File: src/rtl/timing3.sv
// timing3 - bus slot sequencer for the 16 MHz system clock.
//
// Each bus slot is two clk_16_i cycles (phase 0, phase 1); NUM_SLOTS slots
// make a frame and bus ownership rotates round-robin through them. All
// enables are registered, change only on slot boundaries and are held for
// both cycles of their slot. Inputs that steer a slot are taken from the
// last cycle (phase 1) of the slot before it.
//
// A 4-bit frame counter runs 0..div, with div taken from cpu_div_i at each
// frame boundary; only the frame where counter == div grants the CPU.
//
// Optional build macro: TIMING3_SPI_BORROW_EN
//   defined   - CPU_SLOT of a frame without a CPU grant serves SPI instead
//   undefined - that slot stays idle
//
//   phase | meaning
//   0     | first half of a slot, clk_8_o low
//   1     | second half, clk_8_o high, inputs sampled for the next slot

module timing3 #(
    parameter int                   NUM_SLOTS       = 8,
    parameter logic [NUM_SLOTS-1:0] SPI_SLOT_MASK   = {{(NUM_SLOTS-1){1'b0}}, 1'b1},
    parameter int                   VIDEO_RAM_SLOT  = 1,
    parameter int                   VIDEO_ROM_SLOT  = 2,
    parameter int                   CPU_SLOT        = NUM_SLOTS - 1,
    parameter int                   CPU_SELECT_LEAD = 1
) (
    input  logic                         clk_16_i,
    input  logic                         reset_n_i,
    output logic                         clk_8_o,
    output logic                         clk_cpu_o,
    output logic [$clog2(NUM_SLOTS)-1:0] slot_o,
    input  logic [3:0]                   cpu_div_i,
    input  logic                         spi_valid_i,
    output logic                         spi_enable_o,
    output logic                         spi_ready_o,
    output logic                         video_ram_enable_o,
    output logic                         video_rom_enable_o,
    input  logic                         cpu_valid_i,
    output logic                         cpu_select_o,
    output logic                         cpu_enable_o
);

    localparam int SW   = $clog2(NUM_SLOTS);
    localparam int NPOW = 1 << SW;

    // Slot lookup tables padded to a power of two so any slot index is legal.
    function automatic logic [NPOW-1:0] range_mask(input int lo, input int hi);
        logic [NPOW-1:0] m;
        m = '0;
        for (int i = 0; i < NPOW; i++) begin
            if (i >= lo && i <= hi) m[i] = 1'b1;
        end
        return m;
    endfunction

    function automatic logic [NPOW-1:0] spi_map();
        logic [NPOW-1:0] m;
        m = '0;
        for (int i = 0; i < NUM_SLOTS; i++) begin
            m[i] = SPI_SLOT_MASK[i];
        end
        return m;
    endfunction

    localparam logic [NPOW-1:0] RAM_M = range_mask(VIDEO_RAM_SLOT, VIDEO_RAM_SLOT);
    localparam logic [NPOW-1:0] ROM_M = range_mask(VIDEO_ROM_SLOT, VIDEO_ROM_SLOT);
    localparam logic [NPOW-1:0] CPU_M = range_mask(CPU_SLOT, CPU_SLOT);
    localparam logic [NPOW-1:0] WIN_M = range_mask(CPU_SLOT - CPU_SELECT_LEAD, CPU_SLOT);
    localparam logic [NPOW-1:0] SPI_M = spi_map();

    localparam logic [SW-1:0] LAST  = SW'(NUM_SLOTS - 1);
    localparam bit            LEAD0 = (CPU_SELECT_LEAD == 0);

    // Reject slot maps that would hand one slot to two owners.
    if (NUM_SLOTS < 4 || NUM_SLOTS > 16) begin : g_err_num
        $error("timing3: NUM_SLOTS must be within 4..16");
    end
    if (VIDEO_RAM_SLOT < 0 || VIDEO_RAM_SLOT >= NUM_SLOTS ||
        VIDEO_ROM_SLOT < 0 || VIDEO_ROM_SLOT >= NUM_SLOTS ||
        CPU_SLOT < 0 || CPU_SLOT >= NUM_SLOTS) begin : g_err_range
        $error("timing3: slot index out of range");
    end
    if (CPU_SELECT_LEAD < 0 || CPU_SELECT_LEAD > CPU_SLOT) begin : g_err_lead
        $error("timing3: CPU_SELECT_LEAD must be within 0..CPU_SLOT");
    end
    if ((RAM_M & ROM_M) != '0 || (RAM_M & CPU_M) != '0 || (ROM_M & CPU_M) != '0) begin : g_err_ovl
        $error("timing3: video and CPU slots overlap");
    end
    if ((SPI_M & (RAM_M | ROM_M | CPU_M)) != '0) begin : g_err_spi
        $error("timing3: SPI_SLOT_MASK overlaps a video or CPU slot");
    end
    if (((RAM_M | ROM_M) & WIN_M) != '0) begin : g_err_win
        $error("timing3: CPU select window overlaps a video slot");
    end

    logic          phase_q;
    logic [3:0]    frame_cnt_q;
    logic [3:0]    div_q;

    logic          frame_end;
    logic [SW-1:0] slot_nxt;
    logic [3:0]    cnt_nxt;
    logic [3:0]    div_nxt;
    logic          active_nxt;
    logic          spi_nxt;
    logic          sel_nxt;
    logic          en_nxt;

    // Next-slot decode: everything here is only consumed on phase 1 edges.
    always_comb begin
        frame_end = phase_q && (slot_o == LAST);
        slot_nxt  = (slot_o == LAST) ? '0 : slot_o + SW'(1);
        div_nxt   = div_q;
        cnt_nxt   = frame_cnt_q;
        if (frame_end) begin
            div_nxt = cpu_div_i;
            cnt_nxt = (frame_cnt_q >= cpu_div_i) ? 4'd0 : frame_cnt_q + 4'd1;
        end
        active_nxt = (cnt_nxt == div_nxt);
`ifdef TIMING3_SPI_BORROW_EN
        spi_nxt = spi_valid_i & (SPI_M[slot_nxt] | (CPU_M[slot_nxt] & ~active_nxt));
`else
        spi_nxt = spi_valid_i & SPI_M[slot_nxt];
`endif
        sel_nxt = active_nxt & WIN_M[slot_nxt] & cpu_valid_i;
        // With a lead the grant is committed by the select of the slot before,
        // so a late drop of cpu_valid_i cannot cancel a started access.
        if (LEAD0) en_nxt = CPU_M[slot_nxt] & sel_nxt;
        else       en_nxt = CPU_M[slot_nxt] & cpu_select_o;
    end

    // Phase, slot and frame counters.
    always_ff @(posedge clk_16_i) begin
        if (!reset_n_i) begin
            phase_q     <= 1'b0;
            slot_o      <= '0;
            frame_cnt_q <= 4'd0;
            div_q       <= 4'd0;
        end else begin
            phase_q <= ~phase_q;
            if (phase_q) begin
                slot_o      <= slot_nxt;
                frame_cnt_q <= cnt_nxt;
                div_q       <= div_nxt;
            end
        end
    end

    // Slot-rate enables, loaded on the last edge of each slot.
    always_ff @(posedge clk_16_i) begin
        if (!reset_n_i) begin
            spi_enable_o       <= 1'b0;
            spi_ready_o        <= 1'b0;
            video_ram_enable_o <= 1'b0;
            video_rom_enable_o <= 1'b0;
            cpu_select_o       <= 1'b0;
            cpu_enable_o       <= 1'b0;
        end else if (phase_q) begin
            spi_enable_o       <= spi_nxt;
            spi_ready_o        <= spi_enable_o;
            video_ram_enable_o <= RAM_M[slot_nxt];
            video_rom_enable_o <= ROM_M[slot_nxt];
            cpu_select_o       <= sel_nxt;
            cpu_enable_o       <= en_nxt;
        end
    end

    // Bus clock and PHI2, registered so neither can glitch.
    always_ff @(posedge clk_16_i) begin
        if (!reset_n_i) begin
            clk_8_o   <= 1'b0;
            clk_cpu_o <= 1'b0;
        end else begin
            clk_8_o   <= ~phase_q;
            clk_cpu_o <= ~phase_q & cpu_enable_o;
        end
    end

endmodule
File: config.mk
export PLATFORM = sky130hd
export DESIGN_NAME = timing3
export DESIGN_NICKNAME = d
export VERILOG_FILES = /design/src/rtl/timing3.sv
export SDC_FILE = /design/constraint.sdc
export NUM_CORES = 1
export LEC_CHECK = 0
export ABC_AREA = 0
export BUFFER_PORTS_ARGS = -buffer_cell sky130_fd_sc_hd__buf_2
export CAP_MARGIN = 20
export CORE_MARGIN = 2
export CORE_UTILIZATION = 40
export DETAILED_ROUTE_END_ITERATION = 6
export HOLD_SLACK_MARGIN = 0.03
export PLACE_DENSITY = 0.68
export SLEW_MARGIN = 5
export SYNTH_ARGS = -nofsm -noshare
export SYNTH_HDL_FRONTEND = slang
export SYNTH_SLANG_ARGS = --single-unit
File: constraint.sdc
create_clock -name clk_16_i -period 1.8 [get_ports clk_16_i]
set_input_delay 0.36 -clock clk_16_i [delete_from_list [all_inputs] [get_ports clk_16_i]]
set_output_delay 0.36 -clock clk_16_i [all_outputs]
set_load 0.02 [all_outputs]
# [Yosys cells after proc, flatten, opt, wreduce, memory -nomap -nowiden]
# Memory sizes are Yosys's and may differ from the RTL's. A register that Yosys moved wholly into a read port is not among the register bits.
# Index checks and enable logic that the tools add are counted.
[word_totals] regBits=17 wordCells=36 mem_bits_ro=40 inputBits=8 memories=5
[classes] eq_ne=2 bitwise_logic=6 add_sub_neg=2 n_lt_le_gt_ge=2 reduce_logical=3 n_mux=7
[mem_list] name="(no name shown)" depth=8 word_bits=1 read_ports=1 rd_clocked_by_memory_dff=1 wr=0 line="163" source="video_rom_enable_o <= ROM_M[slot_nxt];"
[mem_list] name="(no name shown)" depth=8 word_bits=1 read_ports=1 rd_clocked_by_memory_dff=1 wr=0 line="162" source="video_ram_enable_o <= RAM_M[slot_nxt];"
[mem_list] name="(no name shown)" depth=8 word_bits=1 read_ports=1 rd_clocked_by_memory_dff=0 wr=0 line="130" source="else en_nxt = CPU_M[slot_nxt] & cpu_select_o;"
[mem_list] name="(no name shown)" depth=8 word_bits=1 read_ports=1 rd_clocked_by_memory_dff=0 wr=0 line="126" source="sel_nxt = active_nxt & WIN_M[slot_nxt] & cpu_valid_i;"
[mem_list] name="(no name shown)" depth=8 word_bits=1 read_ports=1 rd_clocked_by_memory_dff=0 wr=0 line="124" source="spi_nxt = spi_valid_i & SPI_M[slot_nxt];"
[op_table] operator="4-bit 2-to-1 mux" n=3
[op_table] operator="1-bit AND" n=5
[op_table] operator="4-bit by 1-bit adder with 4-bit output (second input constant)" n=1
[op_table] operator="4-bit equality test" n=1
[op_table] operator="4-bit >= comparator" n=1
[op_table] operator="3-bit by 4-bit less-than comparator with 1-bit output (second input constant)" n=1
[op_table] operator="3-bit by 1-bit adder with 3-bit output (second input constant)" n=1
[op_table] operator="3-bit equality test (second input constant)" n=1
[op_table] operator="1-bit 2-to-1 mux" n=3
[op_table] operator="3-bit 2-to-1 mux" n=1
[op_table] operator="1-bit zero test" n=2
[op_table] operator="1-bit logical AND" n=1
[op_table] operator="1-bit NOT" n=1

# [Longest topological paths before layout]
# Gate-level depths: netlist (run 1).
[logic_depth] word_depth=6 depth_mapped=8

# [Worst setup path after synthesis (run 1)]
# No wires, ideal clock.
[synth_path] path_kind="flip-flop to flip-flop" from="register slot_o[0]" to="register cpu_select_o" setup_time_ps=69 n_path_buf=1 arrival_time_ps=1730 stages_incl_launch_ff=9 path_slack_ps=1 cell_sequence="dfxtp_1 ha_1 ha_1 buf_6 and4b_2 o2111ai_2 nor3_1 mux2i_1 o21ai_1"
[synth_between] elab_chain_cells=6 word_cells_on_any_way=11 cone_classes="add/sub (1); eq/ne (2); mux (4); bitwise (2); reduce/logical (1); memory (1)"
[synth_lines] item="start, declared" line="32" source="output logic [$clog2(NUM_SLOTS)-1:0] slot_o,"
[synth_lines] item="start signal, assigned" line="143" source="slot_o <= slot_nxt;"
[synth_lines] item="3-bit by 1-bit adder with 3-bit output or 3-bit equality test (tied branches)" line="113, 112"
[synth_lines] item="3-bit 2-to-1 mux or 1-bit logical AND (tied branches)" line="113, 112"
[synth_lines] item="memory read 8 x 1 bit or 4-bit 2-to-1 mux (tied branches)"
[synth_lines] item="1-bit 2-to-1 mux (not written as such) or 4-bit equality test (tied branches)" line="126, 120"
[synth_lines] item="1-bit AND * (2 in a row)" line="126"
[synth_lines] item="end signal, assigned" line="164" source="cpu_select_o <= sel_nxt;"
[synth_lines] item="end, declared" line="40" source="output logic cpu_select_o,"
# Every way passes the cells marked *; elsewhere a longest branch is shown, timed or not. The select of a mux whose other input is x is not followed.
# A chain may end at the register's enable or synchronous reset.

# [Final worst setup path (run 1)]
# Same ends and word-level chain as after synthesis.

==> results of run 1 <==
[metal layers]
metal	wire, µm	up-vias
met5	0	-
met2	885	22
met4	18	0
met1	935	355
met3	81	2
li1	-	401
[cell type report]
class	count	share of cell area, %
clock buffer	3	1.929
tap	28	3.001
sequential	19	32.69
inverter	4	1.286
timing repair buffer	27	13.50
clock inverter	1	0.4287
multi-input combinational	71	47.16
[synthesized netlist by cell type (all sizes together)]
cell | instances | area share [%]
dfxtp | 19 | 40
nor2b | 11 | 7.2
ha | 7 | 9.2
a21boi | 6 | 4.7
mux2i | 6 | 6.3
nand2 | 5 | 2.0
nand3 | 5 | 2.6
inv | 4 | 1.6
nor2 | 4 | 1.6
o21ai | 4 | 2.1
a21oi | 3 | 1.6
nor3b | 3 | 2.9
a21o | 2 | 1.6
buf | 2 | 1.7
nand3b | 2 | 1.6
xnor2 | 2 | 1.8
a21bo | 1 | 1.1
a22o | 1 | 0.92
a22oi | 1 | 1.3
a41o | 1 | 1.1
and2 | 1 | 0.66
and4b | 1 | 1.2
clkbuf | 1 | 0.39
nand2b | 1 | 0.66
nor3 | 1 | 0.53
o2111a | 1 | 1.2
o2111ai | 1 | 1.6
o211ai | 1 | 0.79
[worst max-delay path: stages, from the launching register on]
cell,delay [ns]
dfxtp_2,0.35
ha_1,0.20
ha_2,0.21
nand2_1,0.18
mux2i_2,0.31
nor3b_2,0.20
mux2i_1,0.09
o21ai_1,0.12
[repair_timing]
action                     in CTS  in global routing
setup endpoints to repair       0                  1
hold buffers                    0                  0
setup buffers                   0                  1
resized for setup               0                  6
[path summary, 6_finish.rpt]
path | cells past startpoint | to | slack, ns
hold reg to reg | 1 | slot_o[1] | 0.49
setup reg to reg | 7 | cpu_select_o | 0.09
setup / recovery | 7 | cpu_select_o | 0.09
hold / removal | 3 | spi_enable_o | 0.33
[power breakdown]
| group | switching (mW) | internal (mW) | total, mW |
|---|---|---|---|
| clock | 0.131 | 0.0826 | 0.213 |
| combinational | 0.0478 | 0.0392 | 0.0870 |
| sequential | 0.00576 | 0.429 | 0.435 |
[through the flow]
stage          utilization, %  instance area [µm²]
3_5_place_dp            49.92                 1115
2_1_floorplan               -                949.7
4_1_cts                 51.15                 1142
6_report                52.27                 1167
3_3_place_gp            49.92                 1115
5_1_grt                 52.27                 1167
[placed cells by master (no fill, tap or decap), types with 2 or more instances in the layout]
cell / synthesis / final
mux2i_1: 6 / 5
xnor2_1: 2 / 2
nor3b_1: 2 / 2
nor2b_1: 11 / 11
a21o_1: 2 / 2
buf_2: 1 / 18
a21oi_1: 3 / 2
nor2_1: 4 / 4
nand3_1: 5 / 5
buf_4: 0 / 9
a21boi_0: 5 / 5
nand3b_1: 2 / 2
clkbuf_4: 0 / 3
o21ai_0: 3 / 3
dfxtp_1: 19 / 18
nand2_1: 5 / 5
ha_1: 7 / 6
inv_1: 4 / 4
[cells by family after synthesis]
family                   count (synthesis)  share of synthesized area (%)
buffers and inverters                    7                          3.688
multiplexers                             6                          6.324
XOR/XNOR                                 2                          1.845
flip-flops                              19                          40.05
adder cells (fa/ha/maj)                  7                          9.222
AO/OA/AOI/OAI                           22                          17.92
AND/OR/NAND/NOR                         34                          20.95
==> flow_metrics.py, run 1 <==
metrics = {
    "global_routing": {
        "grt.met3_usage_pct": 1.714,
        "grt_pass1_vias": 749,
        "use_met2_pct": 25.83,
        "grt_antenna_before_repair": 0,
        "grt_remaining_overflow": 0,
        "grtUsageMet1_pct": 20.21,
        "gr-usage-all-layers_pct": 15.77,
        "grt_pass1_wl_um": 3201,
        "grt_start_max_net_pins": 15,
        "busiest_layer": "met2",
    },
    "floorplan": {
        "floorplan.rows": 17,
        "die_area_um2": 2780,
        "dieHeight_um": 52.73,
        "coreArea_um2": 2233,
        "pin_count": 19,
        "dieWidth_um": 52.73,
        "start_util_pct": 42.52,
    },
    "logic_synthesis": {
        "postSynthAreaPerCell_um2": 9.790,
        "synth_cells": 97,
        "synth_fp_nets": 112,
        "ys.warnings.count": 0,
        "ys_seq_area_share_pct": 40.05,
        "synth-seq-cells": 19,
        "syn-cell-area_um2": 949.7,
        "yosys.cell_types.count": 32,
    },
    "sta": {
        "fin_skew_ns": 0.004176,
        "hold_viol": 0,
        "fin_crit_ns": 1.709,
        "max-slew-margin-rel_pct": 77.07,
        "fin_ws_ns": 0.09140,
        "holdWs_ns": 0.3332,
        "fmax_ghz": 0.5853,
        "min_period_over_period_pct": 94.92,
        "worst_pin_slew_ns": 0.3432,
        "finalSetupViolCount": 0,
        "maxSlewViolCount": 0,
        "final.setup.tns_ns": 0,
    },
    "detailed_routing": {
        "routed_wl_um": 1921,
        "firstDrtPassIters": 4,
        "drt-initial-drc-count": 21,
        "wl_per_cell_um": 12.56,
        "vias": 780,
        "vias_per_cell": 5.098,
        "postRouteAntennaNets": 0,
        "drc": 0,
    },
    "place": {
        "dpl_worst_slack_ns": 0.03218,
        "gp_congestion": 0.8371,
        "port-buffer-count": 18,
        "placed_cells": 148,
        "hpwlAfterDp_um": 1496,
    },
    "setup_path": {
        "timing.critical_path.from": "slot_o[0]",
        "cp.arrival_ns": 1.95,
        "cp.required_ns": 2.04,
        "crit_path_start_kind": "flip-flop",
        "cp-end-kind": "flip-flop",
        "timing.rr.start": "slot_o[0]",
        "crit_type": "flip-flop to flip-flop",
        "path_max_fanout": 6,
    },
    "power_and_ir_drop": {
        "leakage_nw": 0.5438,
        "power_density_nw_per_um2": 629.7,
        "fin_total_pwr_mw": 0.7351,
        "peakVddDrop_v": 0.0006057,
    },
    "clock_tree": {
        "ctsLongestPathBuffers": 2,
        "clkLatencyLatePin_ns": 0.29,
        "h-tree-depth": 1,
        "cts.sink_count": 19,
        "cts-root-buf": "clkbuf_4",
        "cts_tree": "built",
        "cts_buffers": 3,
        "clk_transition_reported_paths_ns": 0.11,
    },
    "cells_and_area": {
        "layout.nets": 141,
        "drive_gt1_share_pct": 33.60,
        "areaGrowthSynthToFinish_pct": 22.92,
        "n_antenna_cell": 0,
        "regArea_um2": 381.6,
        "multiInputGateArea_um2": 550.5,
        "layoutNonFillerInstCount": 153,
        "fill_cells": 221,
        "layout_top_registers": "div_q x4, frame_cnt_q x4, slot_o x3",
    },
    "worst_hold_path": {
        "hp-class": "primary input to flip-flop",
        "hp-start": "spi_valid_i",
    },
    "run_status": {
        "status": "completed",
    },
    "job": {
        "cap_violations": 0,
    },
}
(Power assumes the default switching activity.)
==> run 2, diff against run 1 <==
Settings changed: CORE_UTILIZATION 40 to 47, PLACE_DENSITY 0.68 to 0.78.
==> run 2 against run 1 <==
Net effect:
- die area decreased by 14%
- sequential power hardly changed
- worst hold slack lost 0.0033 ns
- clock skew about the same
- via count up 0.13%
- global-route usage grew 1.1 points
- register-to-register slack about the same
- non-clock buffer count down 1
- cell count decreased by 1.3%
- sequential cell count did not move
- largest power group unchanged
- highest routed layer unchanged
==> flow_metrics.py, run 2 (synthesized netlist as in run 1, its figures left out) <==
metrics = {
    "run_status": {
        "status": "completed",
    },
    "cells_and_area": {
        "regArea_um2": 381.6,
        "areaGrowthSynthToFinish_pct": 20.95,
        "layoutNonFillerInstCount": 151,
        "final_cell_mix": "dfxtp_1 (18), buf_2 (18), nor2b_1 (11)",
        "n_antenna_cell": 0,
        "fin_area_um2": 1149,
        "layout_top_registers": "div_q x4, frame_cnt_q x4, slot_o x3",
        "fill_cells": 185,
        "layout.nets": 140,
        "multiInputGateArea_um2": 541.8,
        "drive_gt1_share_pct": 29.84,
    },
    "clock_tree": {
        "cts_buffers": 3,
        "cts_tree": "built",
        "clkLatencyLatePin_ns": 0.29,
        "cts_setup_buffers": 0,
        "cts.sink_count": 19,
        "clk_transition_reported_paths_ns": 0.10,
        "cts-root-buf": "clkbuf_4",
        "h-tree-depth": 1,
        "ctsLongestPathBuffers": 2,
    },
    "power_and_ir_drop": {
        "power_density_nw_per_um2": 628.2,
        "leakage_nw": 0.5450,
        "peakVddDrop_v": 0.0005002,
    },
    "place": {
        "port-buffer-count": 18,
        "placed_cells": 147,
        "dpl_cell_area_um2": 1114,
        "gp_congestion": 0.8048,
        "hpwlAfterDp_um": 1466,
    },
    "worst_hold_path": {
        "hp-class": "primary input to flip-flop",
        "hp-start": "spi_valid_i",
        "min_to": "spi_enable_o",
        "whs_path_depth": 3,
    },
    "setup_path": {
        "crit_path_start_kind": "flip-flop",
        "r2r_slack_ns": 0.1,
        "timing.rr.start": "slot_o[0]",
        "crit_type": "flip-flop to flip-flop",
        "critPathSlowestCell": "dfxtp_2",
        "cp_cell_sequence": "ha_1 > ha_2 > and4b_2 > o2111ai_2 > nor3_1 > mux2i_1 > o21ai_1",
        "crit_path_max_incr_delay_ns": 0.34,
        "r2r_cells": 7,
        "path_max_fanout": 6,
        "cp-end-kind": "flip-flop",
        "cp.required_ns": 2.03,
        "cp.arrival_ns": 1.93,
        "reg2reg_to": "cpu_select_o",
    },
    "detailed_routing": {
        "wl_per_cell_um": 11.98,
        "vias_per_cell": 5.172,
        "drt-initial-drc-count": 13,
        "postRouteAntennaNets": 0,
        "firstDrtPassIters": 3,
        "vias": 781,
        "routed_wl_um": 1809,
        "drc": 0,
    },
    "floorplan": {
        "floorplan.rows": 16,
        "pin_count": 19,
        "dieWidth_um": 48.95,
        "dieHeight_um": 48.95,
        "start_util_pct": 48.90,
        "coreArea_um2": 1942,
        "die_area_um2": 2396,
    },
    "sta": {
        "rsz0062_at_grt": "false",
        "hold_viol": 0,
        "worst_pin_slew_ns": 0.3206,
        "fin_crit_ns": 1.704,
        "min_period_over_period_pct": 94.67,
        "max-slew-margin-rel_pct": 78.59,
        "fmax_ghz": 0.5868,
        "final.setup.tns_ns": 0,
        "finalSetupViolCount": 0,
        "fin_skew_ns": 0.004587,
        "maxSlewViolCount": 0,
    },
    "global_routing": {
        "grt_remaining_overflow": 0,
        "grt_pass1_wl_um": 3105,
        "grt_start_max_net_pins": 15,
        "grt_pass1_vias": 732,
        "gr-usage-all-layers_pct": 16.86,
        "grt_antenna_before_repair": 0,
    },
    "job": {
        "cap_violations": 0,
    },
}
-- run 2: cell type report --
cell class	count	share of cell area, %
clock buffer	4	2.288
tap	27	2.941
multi-input combinational	71	47.17
sequential	19	33.22
timing repair buffer	26	13.07
inverter	4	1.307
-- run 2: critical path: cells and delay by family, from the launching register on --
family | cells | cell delay [ns]
multiplexers | 1 | 0.09
AO/OA/AOI/OAI | 2 | 0.28
adder cells (fa/ha/maj) | 2 | 0.40
AND/OR/NAND/NOR | 2 | 0.54
flip-flops | 1 | 0.34
-- run 2: power by group --
group          total, mW  leakage, nW  switching [mW]  internal, mW
combinational     0.0798        0.376          0.0432        0.0367
sequential         0.437        0.154         0.00825         0.429
clock              0.205       0.0150           0.118        0.0862
-- run 2: worst max path at each step --
stage	from	to	slack [ns]	cells after the start
after CTS	slot_o[0]	cpu_select_o	0.04	7
after detailed placement	cpu_div_i[0]	cpu_select_o	-0.004	7
after global placement	cpu_div_i[0]	cpu_select_o	0.05	7
final	slot_o[0]	cpu_select_o	0.1	7
after floorplan	slot_o[0]	cpu_select_o	0.001	8
after global routing	slot_o[0]	cpu_select_o	0.01	7
-- run 2: repair_timing --
| action | in CTS | in global routing |
|---|---|---|
| gates resized for setup | 0 | 3 |
| endpoints found under the hold margin | 0 | 0 |
| hold buffers | 0 | 0 |
| endpoints found under the setup margin | 0 | 1 |
-- run 2: through the flow --
| stage | power [mW] | hold WS, ns | worst slack, ns | utilization [%] |
|---|---|---|---|---|
| floorplan | 0.4955 | 0.4560 | 0.001403 | - |
| global placement | 0.5244 | 0.4622 | 0.04870 | 57.35 |
| detailed placement | 0.5256 | 0.4705 | -0.003988 | 57.35 |
| CTS | 0.7303 | 0.3271 | 0.03653 | 58.70 |
| global route | 0.7660 | 0.3154 | 0.01490 | 59.15 |
| finish | 0.7216 | 0.3299 | 0.09587 | 59.15 |
-- run 2: routing by layer --
layer,routed length (µm),vias to the layer above,share of wire [%],global-route usage (%)
met5,0,-,0,0
met4,34,0,1.9,8.571
met3,80,4,4.4,3.681
met2,855,16,47,29.68
met1,839,363,46,19.04
li1,-,398,-,-
